**src/rtl/instr_encoder_if.sv**
```systemverilog
// ----------------------------------------------------------------------------
// instr_encoder_if
//   Bundles the field-input handshake, the encoded-output handshake and the
//   statistics counters of instr_encoder into one interface.
//
//   Field side   : in_valid_i / in_ready_o handshake carrying opcode_i, rd_i,
//                  rs1_i, rs2_i, funct3_i, funct7_i and imm_i (32-bit,
//                  sign-extended as an immediate generator would produce it).
//   Output side  : out_valid_o / out_ready_i handshake carrying insn_o
//                  (encoded RV32I word) and err_o (entry failed encoding).
//   Statistics   : enc_count_o (accepted bundles, wrapping 16 bits) and
//                  err_count_o (accepted error bundles, saturating at 255).
//
//   slave  : the encoder itself
//   master : whoever builds the field bundles and consumes the words
// ----------------------------------------------------------------------------
interface instr_encoder_if;
    logic        in_valid_i;
    logic        in_ready_o;
    logic [6:0]  opcode_i;
    logic [4:0]  rd_i;
    logic [4:0]  rs1_i;
    logic [4:0]  rs2_i;
    logic [2:0]  funct3_i;
    logic [6:0]  funct7_i;
    logic [31:0] imm_i;
    logic        out_valid_o;
    logic        out_ready_i;
    logic [31:0] insn_o;
    logic        err_o;
    logic [15:0] enc_count_o;
    logic [7:0]  err_count_o;

    modport slave (
        input  in_valid_i, opcode_i, rd_i, rs1_i, rs2_i, funct3_i, funct7_i, imm_i,
        input  out_ready_i,
        output in_ready_o, out_valid_o, insn_o, err_o, enc_count_o, err_count_o
    );

    modport master (
        output in_valid_i, opcode_i, rd_i, rs1_i, rs2_i, funct3_i, funct7_i, imm_i,
        output out_ready_i,
        input  in_ready_o, out_valid_o, insn_o, err_o, enc_count_o, err_count_o
    );
endinterface

```
**src/rtl/instr_encoder.sv**
```systemverilog
// ----------------------------------------------------------------------------
// instr_encoder
//   Inverse of the immediate generator: packs decoded fields into an RV32I
//   instruction word, scattering the immediate bits according to the format
//   selected by the opcode (R/I/S/B/U/J) and range-checking the immediate.
//   Encoded words (or error markers) are queued in a small output FIFO so the
//   producer and consumer are decoupled by a valid/ready handshake each side.
//
// Parameters
//   DEPTH        output FIFO entries (power of 2, >= 2)
//   CHECK_RANGE  1: out-of-range / misaligned immediates produce an error
//                0: immediates are truncated silently (bad opcodes still err)
//
// Ports
//   clk    clock
//   reset  synchronous, active-high; empties the FIFO and clears counters
//   bus    instr_encoder_if.slave (field input, word output, counters)
// ----------------------------------------------------------------------------
module instr_encoder #(
    parameter int DEPTH       = 2,
    parameter int CHECK_RANGE = 1
) (
    input  logic            clk,
    input  logic            reset,
    instr_encoder_if.slave  bus
);

    localparam int AW = $clog2(DEPTH);
    localparam int CW = $clog2(DEPTH + 1);

    localparam logic [6:0] OP_R      = 7'b0110011;
    localparam logic [6:0] OP_IMM    = 7'b0010011;
    localparam logic [6:0] OP_LOAD   = 7'b0000011;
    localparam logic [6:0] OP_JALR   = 7'b1100111;
    localparam logic [6:0] OP_STORE  = 7'b0100011;
    localparam logic [6:0] OP_BRANCH = 7'b1100011;
    localparam logic [6:0] OP_LUI    = 7'b0110111;
    localparam logic [6:0] OP_AUIPC  = 7'b0010111;
    localparam logic [6:0] OP_JAL    = 7'b1101111;

    logic [31:0] imm;
    logic [31:0] encInsn;
    logic        rangeErr;
    logic        badOp;
    logic        encErr;
    logic [31:0] pushInsn;
    logic        fits12;
    logic        fits13;
    logic        fits21;

    logic [31:0]   memInsn [DEPTH];
    logic          memErr  [DEPTH];
    logic [AW-1:0] wptr;
    logic [AW-1:0] rptr;
    logic [CW-1:0] count;
    logic [CW-1:0] countNext;
    logic [CW-1:0] remaining;
    logic          inReady;
    logic [31:0]   headInsn;
    logic          headErr;
    logic [15:0]   encCount;
    logic [7:0]    errCount;
    logic          push;
    logic          pop;

    assign imm = bus.imm_i;

    // An immediate fits an N-bit signed field when every bit from N-1 upward
    // is a copy of the sign, i.e. the top bits are all ones or all zeros.
    assign fits12 = (&imm[31:11]) | ~(|imm[31:11]);
    assign fits13 = (&imm[31:12]) | ~(|imm[31:12]);
    assign fits21 = (&imm[31:20]) | ~(|imm[31:20]);

    // Format-dependent bit scattering. Fields the format does not use are
    // simply not looked at. Shift-immediates reuse the I layout but take
    // funct7 in the top bits and a 5-bit unsigned shift amount.
    always_comb begin
        encInsn  = 32'd0;
        rangeErr = 1'b0;
        badOp    = 1'b0;
        case (bus.opcode_i)
            OP_R: begin
                encInsn = {bus.funct7_i, bus.rs2_i, bus.rs1_i, bus.funct3_i, bus.rd_i, bus.opcode_i};
            end
            OP_IMM, OP_LOAD, OP_JALR: begin
                if (bus.opcode_i == OP_IMM && (bus.funct3_i == 3'b001 || bus.funct3_i == 3'b101)) begin
                    encInsn  = {bus.funct7_i, imm[4:0], bus.rs1_i, bus.funct3_i, bus.rd_i, bus.opcode_i};
                    rangeErr = |imm[31:5];
                end else begin
                    encInsn  = {imm[11:0], bus.rs1_i, bus.funct3_i, bus.rd_i, bus.opcode_i};
                    rangeErr = ~fits12;
                end
            end
            OP_STORE: begin
                encInsn  = {imm[11:5], bus.rs2_i, bus.rs1_i, bus.funct3_i, imm[4:0], bus.opcode_i};
                rangeErr = ~fits12;
            end
            OP_BRANCH: begin
                encInsn  = {imm[12], imm[10:5], bus.rs2_i, bus.rs1_i, bus.funct3_i,
                            imm[4:1], imm[11], bus.opcode_i};
                rangeErr = ~fits13 | imm[0];
            end
            OP_LUI, OP_AUIPC: begin
                encInsn  = {imm[31:12], bus.rd_i, bus.opcode_i};
                rangeErr = |imm[11:0];
            end
            OP_JAL: begin
                encInsn  = {imm[20], imm[10:1], imm[11], imm[19:12], bus.rd_i, bus.opcode_i};
                rangeErr = ~fits21 | imm[0];
            end
            default: begin
                badOp = 1'b1;
            end
        endcase
    end

    // A bad opcode always errs; a bad immediate only when checking is on.
    // Error entries carry an all-zero word so consumers never see garbage.
    assign encErr   = badOp | ((CHECK_RANGE != 0) & rangeErr);
    assign pushInsn = encErr ? 32'd0 : encInsn;

    assign push      = bus.in_valid_i & inReady;
    assign pop       = (count != '0) & bus.out_ready_i;
    assign countNext = count + CW'(push) - CW'(pop);
    assign remaining = count - CW'(pop);

    // FIFO storage needs no reset: the occupancy count decides what is live.
    always_ff @(posedge clk) begin
        if (push) begin
            memInsn[wptr] <= pushInsn;
            memErr[wptr]  <= encErr;
        end
    end

    // Pointers, occupancy, registered ready and the output head registers.
    // The head is reloaded whenever it is popped so the outputs always show
    // the oldest live entry; if the FIFO drains, the last word stays visible.
    // A push into an empty (or just-emptied) FIFO lands in the head directly,
    // giving one cycle of latency without a same-cycle bypass.
    always_ff @(posedge clk) begin
        if (reset) begin
            wptr     <= '0;
            rptr     <= '0;
            count    <= '0;
            inReady  <= 1'b1;
            headInsn <= 32'd0;
            headErr  <= 1'b0;
        end else begin
            if (push) begin
                wptr <= wptr + AW'(1);
            end
            if (pop) begin
                rptr <= rptr + AW'(1);
            end
            count   <= countNext;
            inReady <= (countNext < CW'(DEPTH));
            if (remaining != '0) begin
                headInsn <= memInsn[rptr + AW'(pop)];
                headErr  <= memErr[rptr + AW'(pop)];
            end else if (push) begin
                headInsn <= pushInsn;
                headErr  <= encErr;
            end
        end
    end

    // Statistics: every accepted bundle counts (wrapping), error bundles are
    // counted separately and stick at the top of the 8-bit range.
    always_ff @(posedge clk) begin
        if (reset) begin
            encCount <= 16'd0;
            errCount <= 8'd0;
        end else if (push) begin
            encCount <= encCount + 16'd1;
            if (encErr && errCount != 8'hFF) begin
                errCount <= errCount + 8'd1;
            end
        end
    end

    assign bus.in_ready_o  = inReady;
    assign bus.out_valid_o = (count != '0);
    assign bus.insn_o      = headInsn;
    assign bus.err_o       = headErr;
    assign bus.enc_count_o = encCount;
    assign bus.err_count_o = errCount;

endmodule

```
**src/flat_wrapper.sv**
```systemverilog
// flat-port wrapper written by rule: the top's interface ports become plain ports
module instr_encoder_flat 
#(
    parameter int DEPTH       = 2,
    parameter int CHECK_RANGE = 1
)
  (clk, reset, bus_in_valid_i, bus_opcode_i, bus_rd_i, bus_rs1_i, bus_rs2_i, bus_funct3_i, bus_funct7_i, bus_imm_i, bus_out_ready_i, bus_in_ready_o, bus_out_valid_o, bus_insn_o, bus_err_o, bus_enc_count_o, bus_err_count_o);
  instr_encoder_if bus_i ();
  input  logic clk;
  input  logic reset;
  input wire logic [$bits(bus_i.in_valid_i)-1:0] bus_in_valid_i;
  input wire logic [$bits(bus_i.opcode_i)-1:0] bus_opcode_i;
  input wire logic [$bits(bus_i.rd_i)-1:0] bus_rd_i;
  input wire logic [$bits(bus_i.rs1_i)-1:0] bus_rs1_i;
  input wire logic [$bits(bus_i.rs2_i)-1:0] bus_rs2_i;
  input wire logic [$bits(bus_i.funct3_i)-1:0] bus_funct3_i;
  input wire logic [$bits(bus_i.funct7_i)-1:0] bus_funct7_i;
  input wire logic [$bits(bus_i.imm_i)-1:0] bus_imm_i;
  input wire logic [$bits(bus_i.out_ready_i)-1:0] bus_out_ready_i;
  output wire logic [$bits(bus_i.in_ready_o)-1:0] bus_in_ready_o;
  output wire logic [$bits(bus_i.out_valid_o)-1:0] bus_out_valid_o;
  output wire logic [$bits(bus_i.insn_o)-1:0] bus_insn_o;
  output wire logic [$bits(bus_i.err_o)-1:0] bus_err_o;
  output wire logic [$bits(bus_i.enc_count_o)-1:0] bus_enc_count_o;
  output wire logic [$bits(bus_i.err_count_o)-1:0] bus_err_count_o;
  assign bus_i.in_valid_i = bus_in_valid_i;
  assign bus_i.opcode_i = bus_opcode_i;
  assign bus_i.rd_i = bus_rd_i;
  assign bus_i.rs1_i = bus_rs1_i;
  assign bus_i.rs2_i = bus_rs2_i;
  assign bus_i.funct3_i = bus_funct3_i;
  assign bus_i.funct7_i = bus_funct7_i;
  assign bus_i.imm_i = bus_imm_i;
  assign bus_i.out_ready_i = bus_out_ready_i;
  assign bus_in_ready_o = bus_i.in_ready_o;
  assign bus_out_valid_o = bus_i.out_valid_o;
  assign bus_insn_o = bus_i.insn_o;
  assign bus_err_o = bus_i.err_o;
  assign bus_enc_count_o = bus_i.enc_count_o;
  assign bus_err_count_o = bus_i.err_count_o;
  instr_encoder #(.DEPTH(DEPTH), .CHECK_RANGE(CHECK_RANGE)) u_core (.clk(clk), .reset(reset), .bus(bus_i));
endmodule
```
**config.mk**
```make
export PLATFORM = sky130hd
export DESIGN_NAME = instr_encoder_flat
export DESIGN_NICKNAME = d
export VERILOG_FILES = /design/src/rtl/instr_encoder_if.sv /design/src/rtl/instr_encoder.sv /design/src/flat_wrapper.sv
export SDC_FILE = /design/constraint.sdc
export NUM_CORES = 1
export LEC_CHECK = 0
export ABC_AREA = 1
export CAP_MARGIN = 20
export CORE_MARGIN = 2
export CORE_UTILIZATION = 54
export CTS_CLUSTER_DIAMETER = 100
export DETAILED_ROUTE_END_ITERATION = 7
export DONT_BUFFER_PORTS = 1
export PLACE_DENSITY_LB_ADDON = 0.1
export SLEW_MARGIN = 20
export SYNTH_ARGS = -nofsm -noshare
export SYNTH_HDL_FRONTEND = slang
export SYNTH_SLANG_ARGS = --single-unit
```
**constraint.sdc**
```tcl
create_clock -name clk -period 3 [get_ports clk]
set_input_delay 0.6 -clock clk [delete_from_list [all_inputs] [get_ports clk]]
set_output_delay 0.6 -clock clk [all_outputs]
set_load 0.05 [all_outputs]
```
==> results of run 1 <==
## area by class of cell
| cell class | count | share of cell area |
|---|---|---|
| sequential | 128 | 0.4261 |
| tap | 168 | 0.02779 |
| clock inverter | 8 | 0.007940 |
| inverter | 157 | 0.07792 |
| multi-input combinational | 550 | 0.3639 |
| timing repair buffer | 23 | 0.02283 |
| clock buffer | 24 | 0.07345 |
## synth_stat cells, drive strengths merged
cell	number	area, um^2
a21boi	4	30.03
a21oi	54	270.3
a22oi	3	22.52
a31oi	6	37.54
and3	1	6.260
buf	12	71.31
clkbuf	22	83.83
dfxtp	62	1241
edfxtp	66	1982
ha	4	50.05
inv	157	589.3
nand2	148	588.1
nand3	33	207.7
nand3b	1	7.510
nand4	38	237.7
nor2	135	553.0
nor2b	1	6.260
nor3	6	30.03
o211ai	1	7.510
o21a	5	37.54
o21ai	56	280.3
o21bai	6	45.04
o22ai	34	212.7
or2	3	18.77
xnor2	4	35.03
xor2	7	61.31
## critical path: stages (launching register included)
cell,delay [ps]
sky130_fd_sc_hd__dfxtp_1,510
sky130_fd_sc_hd__ha_1,330
sky130_fd_sc_hd__nand2_1,90
sky130_fd_sc_hd__inv_1,50
sky130_fd_sc_hd__nand4_1,100
sky130_fd_sc_hd__inv_1,60
sky130_fd_sc_hd__a31oi_1,580
sky130_fd_sc_hd__nand2_2,250
sky130_fd_sc_hd__nand2_1,140
sky130_fd_sc_hd__a21oi_1,90
## power groups by stage
| stage | clock network, W | logic (W) | registers (W) |
|---|---|---|---|
| after floorplan | 0 | 0.00146 | 0.00312 |
| after global placement | 0 | 0.00200 | 0.00312 |
| after detailed placement | 0 | 0.00205 | 0.00314 |
| after CTS | 0.00210 | 0.00207 | 0.00310 |
| after global routing | 0.00218 | 0.00231 | 0.00314 |
| final | 0.00208 | 0.00208 | 0.00309 |
## how the worst min path moves through the flow
| stage | to | slack, ps | cells after the start |
|---|---|---|---|
| CTS | u_core.bus.enc_count_o[6] | 240 | 1 |
| detailed placement | u_core.bus.enc_count_o[0] | 510 | 2 |
| finish | u_core.bus.enc_count_o[5] | 250 | 1 |
| global placement | u_core.bus.enc_count_o[0] | 500 | 2 |
| global route | u_core.bus.enc_count_o[5] | 240 | 1 |
| floorplan | u_core.wptr | 480 | 2 |
## stage by stage
stage	power, W	cells	cell area, um^2
3_5_place_dp	0.005189	1026	6948
3_3_place_gp	0.005123	1026	6948
6_report	0.007250	1058	7564
2_1_floorplan	0.004581	869	6713
4_1_cts	0.007269	1058	7564
5_1_grt	0.007632	1058	7564
## flip-flops by register name (all words and copies together) (netlist names)
signal,flops
u_core.bus.enc_count_o,16
u_core.bus.err_count_o,8
u_core.bus.err_o,1
u_core.bus.in_ready_o,1
u_core.bus.insn_o,32
u_core.count,2
u_core.memErr,2
u_core.memInsn,64
u_core.rptr,1
u_core.wptr,1
## cells by family (layout without fill, tap and decap cells)
kind of cell / Yosys count / in the layout / synth area share
AO/OA/AOI/OAI: 169 / 169 / 0.1405
XOR/XNOR: 11 / 11 / 0.01435
flip-flops: 128 / 128 / 0.4801
AND/OR/NAND/NOR: 366 / 366 / 0.2466
buffers and inverters: 191 / 212 / 0.1109
adder cells (fa/ha/maj): 4 / 4 / 0.007456
## layer usage
| metal | global-route usage | share of wire | up-vias |
|---|---|---|---|
| li1 | - | - | 2873 |
| met1 | 0.3567 | 0.41 | 2770 |
| met2 | 0.4741 | 0.50 | 187 |
| met3 | 0.07950 | 0.068 | 30 |
| met4 | 0.1004 | 0.022 | 0 |
| met5 | 0 | 0 | - |
==> impl_metrics.csv, run 1 <==
group,metric,value,unit
worst_setup_path,launching_instance_or_port_of_the_critical_path,"u_core.bus.err_count_o[0]",
synthesis,post_synth.cell_area_avg,7.725,um^2
floorplanning,placement_rows,40,
worst_setup_path,arrival,2610,ps
pwr,clkPwrFrac,0.287,
global_route,grt_antenna_before_repair,1,
sta,final_max_slew_viol_count,0,
worst_setup_path,critPathMaxFanout,9,
routing,via_per_inst,5.539,
clocking,clock_root_cell,"sky130_fd_sc_hd__clkbuf_16",
global_route,grt_max_degree,50,
clocking,ctsHtreeMaxLevel,4,
pwr,power.density,958.6,nW/um^2
min_path,min_from,"reset",
final_layout,final_layout_size_suffix_gt1_frac,0.09775,
sta,fin_crit,2314,ps
floorplanning,die_w,115.5,um
worst_setup_path,cp-end-kind,"flop",
worst_setup_path,worst-r2r-cell-count,9,
worst_setup_path,timing.critical_path.required,3300,ps
routing,first_drt_iteration_drcs,470,
place,placement_stage_worst_setup_slack,449.4,ps
pwr,p_seq_frac,0.426,
synthesis,ys_ff_latch,128,
pwr,combPwrFrac,0.287,
synthesis,ys_warn_count,0,
pwr,static-leakage-power,3.057,nW
final_layout,layout.filler_cells,1054,
synthesis,synthCells,869,
pwr,vdd_ir_drop_max,0.0005690,V
sta,worst_slew_margin_rel,0.4583,
floorplanning,io_pins,127,
worst_setup_path,setup.reg_to_reg.worst_slack,690,ps
routing,drt_first_pass_iters,5,
final_layout,finish.utilization,0.6271,
routing,avgRoutedWirePerCell,17.47,um
synthesis,yosysUniqueCellTypes,39,
floorplanning,floorplan.die.height,115.5,um
job,cap_viol_max_count,0,
place,place.detailed.hpwl,12580,um
final_layout,area.growth.synth_to_final,12.67,%
sta,report.final.hold_viol_count,0,
worst_setup_path,r2r_start,"u_core.bus.err_count_o[0]",
clocking,clock_insertion_delay_worst_skew,420,ps
sta,min_period_over_period,0.7714,
floorplanning,core,12060,um^2
place,numPortBuffers,0,
worst_setup_path,startpoint_type,"flop",
status,run_status,"complete, no violations",
clocking,postCtsSetupBuffers,0,
sta,fmax,0.4321,GHz
global_route,vias_in_the_first_global_route,5595,
routing,antenna_left,0,
clocking,clkSinkCount,128,
final_layout,layout.cells.most_common,"sky130_fd_sc_hd__inv_1",
pwr,cell_internal_pwr,0.004167,W
final_layout,final_nets,949,
sta,worst_slew_pin_slew,808.8,ps
synthesis,syn_nets,941,
sta,aggregate_negative_setup_slack,0,ps
clocking,tritoncts,"built",
global_route,grt_first_pass_wirelength,28900,um
sta,fin_skew,6.976,ps
routing,routed-via-count,5860,
sta,postLayoutSetupSlackWorst,685.9,ps
floorplanning,initial_core_util,0.5565,
global_route,global_route.usage.total,0.2846,
synthesis,syn_area,6713,um^2
final_layout,layout.cells.most_common_list,"sky130_fd_sc_hd__inv_1, sky130_fd_sc_hd__nand2_1, sky130_fd_sc_hd__nor2_1",
clocking,cts-buffers-inserted,17,
final_layout,multi_input_area,2753,um^2
routing,route.final.wire_length,18490,um
pwr,p_sw_frac,0.4253,
routing,remaining_drc_errors,0,
worst_setup_path,worstReg2RegEnd,"u_core.bus.err_count_o[6]",
clocking,clk_transition_reported_paths,60,ps
worst_setup_path,timing.critical_path.to,"u_core.bus.err_count_o[6]",
min_path,worst_hold_path_type,"input pin to flop",
worst_setup_path,timing.setup.critical_path_class,"flop to flop",
floorplanning,die_ar,13340,um^2
sta,setup_viol,0,
place,gpl.final_weighted_congestion,0.9564,
pwr,netSwitchingPower,0.003084,W
clocking,cts-resized-gates,0,
clocking,cts_stage_hold_buffer_count,0,
sta,grt_setup_unrepaired,"no",
clocking,cts_buffer_depth,2,
final_layout,n_antenna_cell,0,
synthesis,synth_sequential_area_ratio,0.4801,
global_route,gr-total-overflow,0,
sta,timing.hold.ws,249.8,ps
final_layout,seqCellArea,3223,um^2
Power figures use the tool's default switching activity.
==> run 2: changes to the inputs <==
- clock period: 3 -> 2 ns (I/O delays scaled with it)
==> run 2 against run 1 <==
Net effect:
- the run now ends with negative setup slack left
- cell area increased by 6.6%
- clock power increased by 40%
- sequential share of layout area decreased by 2.5 points
- non-clock buffer count increased by 39
- critical path depth increased by 1
- sequential cell count unchanged
- clock skew about the same
- die area unchanged
- combinational power increased by 93%
- critical path type unchanged
- largest cell class unchanged
- highest routed layer unchanged
==> impl_metrics.csv, run 2 (synthesized netlist as in run 1, its figures left out) <==
group,metric,value,unit
sta,worst_slew_pin_slew,587.8,ps
floorplanning,floorplan.die.height,115.5,um
floorplanning,placement_rows,40,
routing,antenna_left,0,
worst_setup_path,arrival,2380,ps
clocking,clkSinkCount,128,
routing,first_drt_iteration_drcs,519,
pwr,power.density,1436,nW/um^2
place,place.detailed.hpwl,12260,um
global_route,grt_max_degree,50,
final_layout,n_antenna_cell,0,
pwr,design_power_total,0.01158,W
global_route,gr-total-overflow,0,
pwr,static-leakage-power,3.291,nW
final_layout,layout.filler_cells,979,
final_layout,finish.utilization,0.6685,
final_layout,area.growth.synth_to_final,20.11,%
global_route,vias_in_the_first_global_route,5898,
sta,setup_viol,14,
routing,drt_first_pass_iters,6,
sta,worst_slew_margin_rel,0.6076,
sta,final_max_slew_viol_count,0,
routing,via_per_inst,5.459,
final_layout,regMostFlops,"u_core.memInsn",
final_layout,seqCellArea,3232,um^2
global_route,grt_antenna_before_repair,0,
worst_setup_path,timing.critical_path.required,2350,ps
sta,fin_crit,2033,ps
worst_setup_path,startpoint_type,"flop",
clocking,cts_buffer_depth,2,
clocking,clk_transition_reported_paths,60,ps
routing,remaining_drc_errors,0,
sta,fmax,0.4919,GHz
place,gpl.final_weighted_congestion,1.006,
job,cap_viol_max_count,0,
routing,route.final.wire_length,18400,um
final_layout,layout.cells.most_common_list,"sky130_fd_sc_hd__inv_1, sky130_fd_sc_hd__nand2_1, sky130_fd_sc_hd__nor2_1",
floorplanning,die_ar,13340,um^2
worst_setup_path,timing.setup.critical_path_class,"flop to flop",
status,failed_checks,"negative setup slack",
place,numPortBuffers,0,
sta,fin_skew,6.577,ps
worst_setup_path,critPathMaxFanout,8,
clocking,cts-buffers-inserted,17,
final_layout,layout.cells.most_common,"sky130_fd_sc_hd__inv_1",
status,run_status,"finished with violations",
floorplanning,io_pins,127,
floorplanning,core,12060,um^2
clocking,ctsHtreeMaxLevel,4,
routing,avgRoutedWirePerCell,16.77,um
sta,min_period_over_period,1.017,
clocking,clock_insertion_delay_worst_skew,410,ps
global_route,global_route.usage.total,0.2778,
floorplanning,die_w,115.5,um
routing,routed-via-count,5989,
floorplanning,initial_core_util,0.5565,
final_layout,final_layout_size_suffix_gt1_frac,0.1593,
worst_setup_path,cp-end-kind,"flop",
sta,report.final.hold_viol_count,0,
clocking,cts_stage_hold_buffer_count,0,
final_layout,final_nets,988,
final_layout,largest_reg_flops,64,
pwr,vdd_ir_drop_max,0.0008423,V
clocking,tritoncts,"built",
min_path,worst_hold_path_type,"input pin to flop",
global_route,grt_first_pass_wirelength,28590,um
sta,postLayoutSetupSlackWorst,-33.00,ps
sta,grt_setup_unrepaired,"yes",
final_layout,multi_input_area,2869,um^2
clocking,clock_root_cell,"sky130_fd_sc_hd__clkbuf_16",
==> run 2: cell types whose count changed in the layout (fill, tap and decap cells not counted), moves of 3 or more <==
cell	delta
sky130_fd_sc_hd__clkinv_2	+4
sky130_fd_sc_hd__a21oi_1	-11
sky130_fd_sc_hd__dfxtp_2	+4
sky130_fd_sc_hd__nor2_4	+3
sky130_fd_sc_hd__dfxtp_1	-5
sky130_fd_sc_hd__buf_4	+28
sky130_fd_sc_hd__buf_12	+8
sky130_fd_sc_hd__a21oi_2	+11
sky130_fd_sc_hd__clkbuf_1	+3
sky130_fd_sc_hd__clkbuf_8	-4
==> run 2: final cells by class <==
type | count | area share
Clock buffer | 20 | 0.05416
Sequential cell | 128 | 0.4008
Tap cell | 168 | 0.02607
Timing Repair Buffer | 62 | 0.07495
Inverter | 157 | 0.07340
Clock inverter | 12 | 0.01474
Multi-Input combinational cell | 550 | 0.3558
==> run 2: where the power goes <==
| group | total (W) | internal, W | switching, W |
|---|---|---|---|
| clock | 0.00292 | 0.00182 | 0.00111 |
| sequential | 0.00463 | 0.00332 | 0.00131 |
| combinational | 0.00402 | 0.00157 | 0.00245 |
| total | 0.0116 | 0.00671 | 0.00487 |
==> run 2: repair_timing <==
item / CTS / global route
gates cloned: 0 / 3
pin swaps: 0 / 19
gates resized for setup: 4 / 28
setup endpoints to repair: 29 / 35
buffers inserted: 0 / 4
==> run 2: per-stage QoR <==
stage | cell area [um^2] | setup slack [ps] | TNS, ps | std cells | hold slack [ps]
floorplan | 6738 | -77.74 | -2230 | 869 | 513.1
global placement | 7292 | -2.438 | -2.438 | 1058 | 478.5
detailed placement | 7292 | -55.65 | -567.7 | 1058 | 479.3
CTS | 7866 | 0.03109 | 0 | 1090 | 43.41
global route | 8063 | -145.2 | -2647 | 1097 | 41.10
finish | 8063 | -33.00 | -198.6 | 1097 | 62.47
==> run 2: final timing paths <==
kind              cells past startpoint                       from  slack, ps                        end
setup / recovery                     10            u_core.count[1]        -30       u_core.bus.insn_o[3]
hold / removal                        1                      reset         60  u_core.bus.enc_count_o[6]
setup reg to reg                     10            u_core.count[1]        -30       u_core.bus.insn_o[3]
hold reg to reg                       2  u_core.bus.enc_count_o[8]        510  u_core.bus.enc_count_o[8]
==> run 2: layer usage <==
metal,GRT usage,up-vias,routed length (um)
met5,0,-,0
met3,0.07845,46,1545
met1,0.3287,2754,7089
met2,0.4674,250,9212
li1,-,2939,-
met4,0.1333,0,553
==> run 2: worst max-delay path, stage by stage (launching register included) <==
cell,delay (ps)
sky130_fd_sc_hd__dfxtp_4,340
sky130_fd_sc_hd__or2_4,240
sky130_fd_sc_hd__nand2_4,80
sky130_fd_sc_hd__inv_4,40
sky130_fd_sc_hd__ha_4,160
sky130_fd_sc_hd__xnor2_4,210
sky130_fd_sc_hd__nand2_2,120
sky130_fd_sc_hd__nor2_4,280
sky130_fd_sc_hd__clkbuf_16,230
sky130_fd_sc_hd__nand4_1,130
sky130_fd_sc_hd__a21oi_1,140
